**config.mk**
```make
export PLATFORM = sky130hd
export DESIGN_NAME = if_stage_flat
export DESIGN_NICKNAME = d
export VERILOG_FILES = /design/src/rtl/if_stage_pkg.sv /design/src/rtl/if_stage_if.sv /design/src/rtl/if_stage_inst_classify.sv /design/src/rtl/if_stage.sv /design/src/flat_wrapper.sv
export SDC_FILE = /design/constraint.sdc
export NUM_CORES = 1
export LEC_CHECK = 0
export ABC_AREA = 1
export BUFFER_PORTS_ARGS = -buffer_cell sky130_fd_sc_hd__buf_2
export CORE_MARGIN = 4
export CORE_UTILIZATION = 40
export CTS_BUF_LIST = sky130_fd_sc_hd__clkbuf_4
export CTS_CLUSTER_DIAMETER = 50
export DETAILED_ROUTE_END_ITERATION = 6
export GPL_ROUTABILITY_DRIVEN = 1
export HOLD_SLACK_MARGIN = 0.05
export PLACE_DENSITY = 0.72
export SLEW_MARGIN = 15
export SYNTH_ARGS = -nofsm -noshare
export SYNTH_HDL_FRONTEND = slang
export SYNTH_SLANG_ARGS = --single-unit
```
**constraint.sdc**
```tcl
create_clock -name clk -period 7.65 [get_ports clk]
set_input_delay 1.53 -clock clk [delete_from_list [all_inputs] [get_ports clk]]
set_output_delay 1.53 -clock clk [all_outputs]
set_load 0.02 [all_outputs]
```
**src/rtl/if_stage_pkg.sv**
```systemverilog
// Shared IF/ID definitions: instruction-type codes, MIPS opcodes, fetch state and buffer entry.
package if_stage_pkg;
  localparam logic [3:0] INST_TYPE_NONE   = 4'd0;
  localparam logic [3:0] INST_TYPE_RTYPE  = 4'd1;
  localparam logic [3:0] INST_TYPE_IMM    = 4'd2;
  localparam logic [3:0] INST_TYPE_LOAD   = 4'd3;
  localparam logic [3:0] INST_TYPE_STORE  = 4'd4;
  localparam logic [3:0] INST_TYPE_BRANCH = 4'd5;
  localparam logic [3:0] INST_TYPE_JUMP   = 4'd6;
  localparam logic [3:0] INST_TYPE_OTHER  = 4'd7;

  localparam logic [5:0] OP_RTYPE = 6'h00;
  localparam logic [5:0] OP_J     = 6'h02;
  localparam logic [5:0] OP_JAL   = 6'h03;
  localparam logic [5:0] OP_BEQ   = 6'h04;
  localparam logic [5:0] OP_BNE   = 6'h05;
  localparam logic [5:0] OP_LW    = 6'h23;
  localparam logic [5:0] OP_SW    = 6'h2B;

  typedef enum logic {ST_RUN, ST_DRAIN} fetch_state_e;

  typedef struct packed {
    logic [31:0] inst;
    logic [31:0] pc4;
    logic [3:0]  ins_type;
    logic [3:0]  ins_number;
  } if_entry_t;
endpackage

```
**src/rtl/if_stage_if.sv**
```systemverilog
// IF-stage bus: instruction-memory handshake, redirect/stall from ID, and the IF/ID buffer outputs.
interface if_stage_if;
  logic        cu_wpcir;
  logic        br_taken;
  logic [31:0] br_target;
  logic        imem_req;
  logic [31:0] imem_addr;
  logic        imem_ack;
  logic [31:0] imem_rdata;
  logic [31:0] if_inst;
  logic [31:0] if_pc4;
  logic        if_valid;
  logic [3:0]  if_ins_type;
  logic [3:0]  if_ins_number;

  modport master (
    input  cu_wpcir, br_taken, br_target, imem_ack, imem_rdata,
    output imem_req, imem_addr, if_inst, if_pc4, if_valid, if_ins_type, if_ins_number
  );
  modport slave (
    output cu_wpcir, br_taken, br_target, imem_ack, imem_rdata,
    input  imem_req, imem_addr, if_inst, if_pc4, if_valid, if_ins_type, if_ins_number
  );
endinterface

```
**src/rtl/if_stage_inst_classify.sv**
```systemverilog
// Combinational instruction -> INST_TYPE_* decoder, shared with later pipeline stages.
module if_stage_inst_classify
  import if_stage_pkg::*;
(
  input  logic [31:0] inst,
  output logic [3:0]  ins_type
);
  logic [5:0] op;
  assign op = inst[31:26];

  always_comb begin
    ins_type = INST_TYPE_OTHER;
    if (inst == 32'h0) ins_type = INST_TYPE_NONE;
    else begin
      case (op)
        OP_RTYPE:       ins_type = INST_TYPE_RTYPE;
        OP_J, OP_JAL:   ins_type = INST_TYPE_JUMP;
        OP_BEQ, OP_BNE: ins_type = INST_TYPE_BRANCH;
        OP_LW:          ins_type = INST_TYPE_LOAD;
        OP_SW:          ins_type = INST_TYPE_STORE;
        default:        if (op[5:3] == 3'b001) ins_type = INST_TYPE_IMM;
      endcase
    end
  end
endmodule

```
**src/rtl/if_stage.sv**
```systemverilog
// MIPS instruction-fetch stage: PC, imem req/ack fetch, single-entry IF/ID buffer, redirect with drain.
module if_stage
  import if_stage_pkg::*;
#(
  parameter logic [31:0] RESET_PC = 32'h0000_0000,
  parameter logic [31:0] NOP_INST = 32'h0000_0000
) (
  input logic clk,
  input logic rst,
  if_stage_if.master bus
);
  fetch_state_e state;
  logic [31:0]  pc, tgt_q;
  logic         buf_valid;
  logic [3:0]   seq;
  if_entry_t    q;
  logic         consume, imem_req, fire;
  logic [3:0]   rd_type;

  if_stage_inst_classify u_classify (.inst(bus.imem_rdata), .ins_type(rd_type));

  // The buffer stays empty until the ack, so req cannot drop mid-fetch.
  assign consume  = buf_valid & ~bus.cu_wpcir;
  assign imem_req = ~rst & ((state == ST_DRAIN) | ~buf_valid | consume);
  assign fire     = imem_req & bus.imem_ack;

  assign bus.imem_req      = imem_req;
  assign bus.imem_addr     = pc;
  assign bus.if_inst       = q.inst;
  assign bus.if_pc4        = q.pc4;
  assign bus.if_valid      = buf_valid;
  assign bus.if_ins_type   = q.ins_type;
  assign bus.if_ins_number = q.ins_number;

  always_ff @(posedge clk or posedge rst) begin
    if (rst) begin
      state     <= ST_RUN;
      pc        <= RESET_PC;
      tgt_q     <= '0;
      buf_valid <= 1'b0;
      seq       <= '0;
      q         <= '{inst: NOP_INST, pc4: 32'h0, ins_type: INST_TYPE_NONE, ins_number: 4'h0};
    end else if (bus.br_taken) begin
      buf_valid  <= 1'b0;
      q.inst     <= NOP_INST;
      q.ins_type <= INST_TYPE_NONE;
      // An unacked fetch cannot be withdrawn; park the target until it completes.
      if (imem_req & ~bus.imem_ack) begin
        tgt_q <= bus.br_target;
        state <= ST_DRAIN;
      end else begin
        pc    <= bus.br_target;
        state <= ST_RUN;
      end
    end else if (state == ST_DRAIN) begin
      if (bus.imem_ack) begin
        pc    <= tgt_q;
        state <= ST_RUN;
      end
    end else if (fire) begin
      q         <= '{inst: bus.imem_rdata, pc4: pc + 32'd4, ins_type: rd_type, ins_number: seq};
      seq       <= seq + 4'd1;
      pc        <= pc + 32'd4;
      buf_valid <= 1'b1;
    end else if (consume) begin
      buf_valid  <= 1'b0;
      q.inst     <= NOP_INST;
      q.ins_type <= INST_TYPE_NONE;
    end
  end
endmodule

```
**src/flat_wrapper.sv**
```systemverilog
// flat-port wrapper written by rule: the top's interface ports become plain ports
module if_stage_flat import if_stage_pkg::*;
#(
  parameter logic [31:0] RESET_PC = 32'h0000_0000,
  parameter logic [31:0] NOP_INST = 32'h0000_0000
)
  (clk, rst, bus_cu_wpcir, bus_br_taken, bus_br_target, bus_imem_ack, bus_imem_rdata, bus_imem_req, bus_imem_addr, bus_if_inst, bus_if_pc4, bus_if_valid, bus_if_ins_type, bus_if_ins_number);
  if_stage_if bus_i ();
  input logic clk;
  input logic rst;
  input wire logic [$bits(bus_i.cu_wpcir)-1:0] bus_cu_wpcir;
  input wire logic [$bits(bus_i.br_taken)-1:0] bus_br_taken;
  input wire logic [$bits(bus_i.br_target)-1:0] bus_br_target;
  input wire logic [$bits(bus_i.imem_ack)-1:0] bus_imem_ack;
  input wire logic [$bits(bus_i.imem_rdata)-1:0] bus_imem_rdata;
  output wire logic [$bits(bus_i.imem_req)-1:0] bus_imem_req;
  output wire logic [$bits(bus_i.imem_addr)-1:0] bus_imem_addr;
  output wire logic [$bits(bus_i.if_inst)-1:0] bus_if_inst;
  output wire logic [$bits(bus_i.if_pc4)-1:0] bus_if_pc4;
  output wire logic [$bits(bus_i.if_valid)-1:0] bus_if_valid;
  output wire logic [$bits(bus_i.if_ins_type)-1:0] bus_if_ins_type;
  output wire logic [$bits(bus_i.if_ins_number)-1:0] bus_if_ins_number;
  assign bus_i.cu_wpcir = bus_cu_wpcir;
  assign bus_i.br_taken = bus_br_taken;
  assign bus_i.br_target = bus_br_target;
  assign bus_i.imem_ack = bus_imem_ack;
  assign bus_i.imem_rdata = bus_imem_rdata;
  assign bus_imem_req = bus_i.imem_req;
  assign bus_imem_addr = bus_i.imem_addr;
  assign bus_if_inst = bus_i.if_inst;
  assign bus_if_pc4 = bus_i.if_pc4;
  assign bus_if_valid = bus_i.if_valid;
  assign bus_if_ins_type = bus_i.if_ins_type;
  assign bus_if_ins_number = bus_i.if_ins_number;
  if_stage #(.RESET_PC(RESET_PC), .NOP_INST(NOP_INST)) u_core (.clk(clk), .rst(rst), .bus(bus_i));
endmodule
```
### Word level (Yosys, flattened, before mapping)

Cells that the tools add are included.

* register bits after elaboration: 142
* logic and storage cells: 68
* input port bits: 69

* $add $sub $neg: 2
* equality and inequality tests: 10
* reductions and logical operators: 10
* bitwise gates (word level): 12
* multiplexer cells: 25

Operators with widths (count)
* 32-bit 2-to-1 mux: 9
* 72-bit 2-to-1 mux: 1
* 32-bit by 3-bit adder with 32-bit output (second input constant): 1
* 32-bit logical NOT: 1
* 4-bit 2-to-1 mux: 4
* 3-bit case mux with 5 select lines: 1
* 6-bit by 2-bit equality test with 1-bit output (second input constant): 2
* 6-bit by 3-bit equality test with 1-bit output (second input constant): 2
* 6-bit equality test (second input constant): 2
* 1-bit 2-to-1 mux: 8
* 6-bit logical NOT: 1
* 3-bit 2-to-1 mux: 2
* 1-bit NOT: 6
* 3-bit AND reduction: 2
* 3-bit nonzero test: 2
* 4-bit by 1-bit adder with 4-bit output (second input constant): 1
* 1-bit AND: 4
* 2-bit != test (second input constant): 2
* 2-bit AND reduction: 2
* 2-bit OR reduction: 2
* 3-bit by 1-bit equality test with 1-bit output (second input constant): 1
* 3-bit != test (second input constant): 1
* 1-bit bitwise OR: 2

### Logic depth before layout (Yosys ltp)

* depth in word-level cells: 8
* depth in mapped cells: 10
* depth with buffers taken out: 10

### Modules after synthesis

Synthesis repeated with hierarchy kept, for this count alone.

* cells, all modules: 946
* area total of the unflattened synthesis: 7085.5 µm²

Modules (own cells, without submodules)
* if_stage: sequential area each 3553.4 µm², area each 6814.0 µm², times used 1, cells each 885
* if_stage_inst_classify: sequential area each 0.0 µm², area each 271.5 µm², times used 1, cells each 61

### Worst setup path before layout

OpenSTA, ideal clock, no wires.

* path kind: input -> output
* start: input rst
* end: output bus_imem_req
* stages: 3
* arrival time: 4.884 ns
* required time: 6.120 ns
* path slack: 1.236 ns
* buffers on the path: 0
* cell sequence: inv_1 > nand2_1 > inv_1

* word-level cells in the longest chain between the ends: 2

RTL lines
* start: declaration: RTL line flat_wrapper.sv:10 `input logic rst;`
* 1-bit NOT: RTL line if_stage.sv:24 `assign imem_req = ~rst & ((state == ST_DRAIN) | ~buf_valid | consume);`
* 1-bit AND: RTL line if_stage.sv:24
* end: declaration: RTL line flat_wrapper.sv:16 `output wire logic [$bits(bus_i.imem_req)-1:0] bus_imem_req;`

Every way passes these cells.

### Worst setup path in the final report

Same ends and word-level chain as after synthesis.

==> flow_summary_export.csv <==
group,metric,value,unit
pwr,power.density,250,nW/um^2
floorplan,dieArea,19700,sq um
layout,fillers,1804,
global_routing,grt_use_total,19.3,%
pwr,switchingPower,0.000765,W
synthesis,synth_cell_types,32,
routing,via_count,6481,
synthesis,syn_nets,1002,
pwr,swShare,36.9,%
layout,syn2layout_area_growth,18.1,%
cts,h-tree-depth,4,
critical_path,r2r-end,"u_core.bus.if_inst[24]$_DFFE_PP0P_",
cts,post_cts_resized,0,
hold_path,whs_path_depth,2,
pwr,p_int,0.00131,W
routing,dr.first_iter.drc_count,465,
sta,fin_tns_setup,0,ns
critical_path,r2r_slack,4.84,ns
critical_path,path_max_fanout,73,
critical_path,start_kind,"input pin",
cts,clockRootBuffer,"clkbuf_4",
routing,final_antenna_net_count,0,
global_routing,grt_pass1_vias,6072,
sta,timing.final.crit_share,52.8,%
sta,slew-limit-headroom,25.6,%
global_routing,top_usage_layer,"met2",
cts,clk_latency,0.55,ns
pwr,peakVddDrop,0.0823,mV
hold_path,hold_path_end,"u_core.bus.if_ins_number[2]$_DFFE_PP0P_",
global_routing,grtUsageMet3,4.44,%
pwr,combPwrFrac,28.1,%
sta,finClkSkew,0.0184,ns
hold_path,hp-class,"flip-flop to flip-flop",
cts,clock_path_buffers,2,
cts,hold_buffers,0,
place,hpwl,13900,microns
routing,remaining_drc_errors,0,
cts,cts_tree,"yes",
routing,routed_wl,19000,microns
synthesis,netlist_area,7010,sq um
outcome,status,"finished, final reports clean",
cts,numCtsBuffers,17,
floorplan,io_pins,175,
floorplan,core_area,17200,sq um
cts,cts_setup_buffers,0,
routing,firstDrtPassIters,6,
layout,drive_gt1_share,20.5,%
synthesis,ys_ff_latch,141,
critical_path,rr_worst_depth,7,
sta,min_period,4.04,ns
floorplan,die_w,140,microns
global_routing,grt_max_degree,77,
floorplan,die_h,140,microns
synthesis,synth-seq-area-share,50.4,%
global_routing,grt_remaining_overflow,0,
critical_path,endpoint_kind,"output port",
pwr,leakage,4.48,nW
hold_path,hp-start,"u_core.bus.if_ins_number[2]$_DFFE_PP0P_",
routing,viasPerCell,4.89,
floorplan,row_count,48,
critical_path,r2r-start,"u_core.state$_DFF_PP0_",
sta,finalHoldViolCount,0,
global_routing,met1_usage,27.5,%
sta,fmax,248,MHz
place,io_buffer_count,173,
synthesis,syn_avg_cell_area,7.53,sq um
global_routing,grtUsageMet2,28.6,%
sta,rsz0062_at_grt,"no",
critical_path,critical_path_required,6.12,ns
sta,maxSlewViolCount,0,
routing,post_drt_wl_per_cell,14.3,microns
cts,cts.clk_slew.worst_paths,0.10,ns
pwr,pwr-share-clk,23.7,%
critical_path,worst-endpoint-arrival,2.51,ns
sta,hold_ws,0.474,ns
global_routing,grt_first_pass_wirelength,30800,microns
layout,finalNetCount,1159,
place,place.gp.congestion,0.894,
sta,setup_violations,0,
floorplan,start_util,40.7,%
run,drv_cap,0,
synthesis,synth-warning-count,0,
global_routing,antenna_found_initial,1,
synthesis,synthesis.instances,931,
critical_path,worstSetupPathType,"input pin to output port",
pwr,sequentialPowerShare,48.2,%
sta,worst_pin_slew,1.12,ns
cts,cts.sinks,141,
[cell type report]
cell class / instances / area (sq um) / share of cell area, %
Sequential cell: 141 / 3530 / 42.6
Multi-Input combinational cell: 644 / 2880 / 34.8
Timing Repair Buffer: 177 / 896 / 10.8
Inverter: 107 / 409 / 4.94
Tap cell: 225 / 282 / 3.40
Clock buffer: 21 / 158 / 1.90
Clock inverter: 9 / 121 / 1.47
Antenna cell: 1 / 2.50 / 0.0302
[worst max-delay path, cell delays in order]
cell and delay (ns):
buf_2 0.12, inv_6 0.45, nand2_1 0.14, inv_1 0.07, buf_2 0.16
[worst max-delay path by stage]
stage | startpoint | endpoint | slack [ns]
2_1_floorplan | rst | bus_imem_req | 1.24
3_3_place_gp | rst | bus_imem_req | 3.57
3_5_place_dp | rst | bus_imem_req | 3.57
4_1_cts | rst | bus_imem_req | 3.56
5_1_grt | rst | bus_imem_req | 3.48
6_report | rst | bus_imem_req | 3.61
[cells in the final DEF, fill, tap and decap left out, types with 21 or more instances in the layout]
cell / count
nor2_1: 101
nand2_1: 299
a21oi_1: 23
dfrtp_1: 141
o21ai_0: 99
inv_1: 101
clkbuf_4: 21
buf_2: 173
nand3_1: 50
[flip-flops by register name (all words and copies together), names as in the netlist, 3 cells and up]
signal                    cells
u_core.bus.if_ins_number      4
u_core.bus.if_inst           32
u_core.seq                    4
u_core.bus.imem_addr         32
u_core.tgt_q                 32
u_core.bus.if_pc4            32
u_core.bus.if_ins_type        3
[kinds of logic after synthesis]
logic type               synth area share (%)
AND/OR/NAND/NOR                          28.1
other                                  0.0535
buffers and inverters                    8.52
flip-flops                               50.4
adder cells (fa/ha/maj)                 0.357
AO/OA/AOI/OAI                            10.9
XOR/XNOR                                 1.75
[power groups by stage]
stage | logic (W) | clock network [W] | registers [W]
floorplan | 0.000258 | 0 | 0.00112
CTS | 0.000588 | 0.000504 | 0.000998
global route | 0.000646 | 0.000538 | 0.00102
detailed placement | 0.000585 | 0 | 0.00101
finish | 0.000581 | 0.000492 | 0.000998
global placement | 0.000577 | 0 | 0.00101
[synth_stat cells, drive strengths merged]
cell | instances | area, sq um
nand2 | 302 | 1150
nand3 | 52 | 270
a22o | 3 | 26.3
conb | 1 | 3.75
buf | 28 | 151
clkbuf | 11 | 41.3
a21oi | 24 | 124
nor2 | 107 | 417
xnor2 | 5 | 43.8
o21ai | 115 | 587
xor2 | 9 | 78.8
nand4 | 15 | 93.8
and2 | 1 | 6.26
ha | 2 | 25.0
or2 | 1 | 6.26
nor3 | 1 | 5.00
o221ai | 2 | 17.5
nand3b | 3 | 22.5
a221oi | 1 | 8.76
dfrtp | 141 | 3530
inv | 107 | 404
[routing by layer]
metal	vias to the layer above	share of wire, %
li1	3243	-
met1	2985	46
met2	216	45
met3	37	6.7
met4	0	2.5
met5	-	0
[stage by stage]
stage               worst slack, ns  power, W  cell area [sq um]  utilization, %  std cells
global placement               3.57   0.00159               8000            46.4       1294
global route                   3.48   0.00220               8280            48.0       1325
CTS                            3.56   0.00209               8280            48.0       1324
finish                         3.61   0.00207               8280            48.0       1325
floorplan                      1.24   0.00137               7010               -        931
detailed placement             3.57   0.00160               8000            46.4       1294
(Power assumes the default switching activity.)
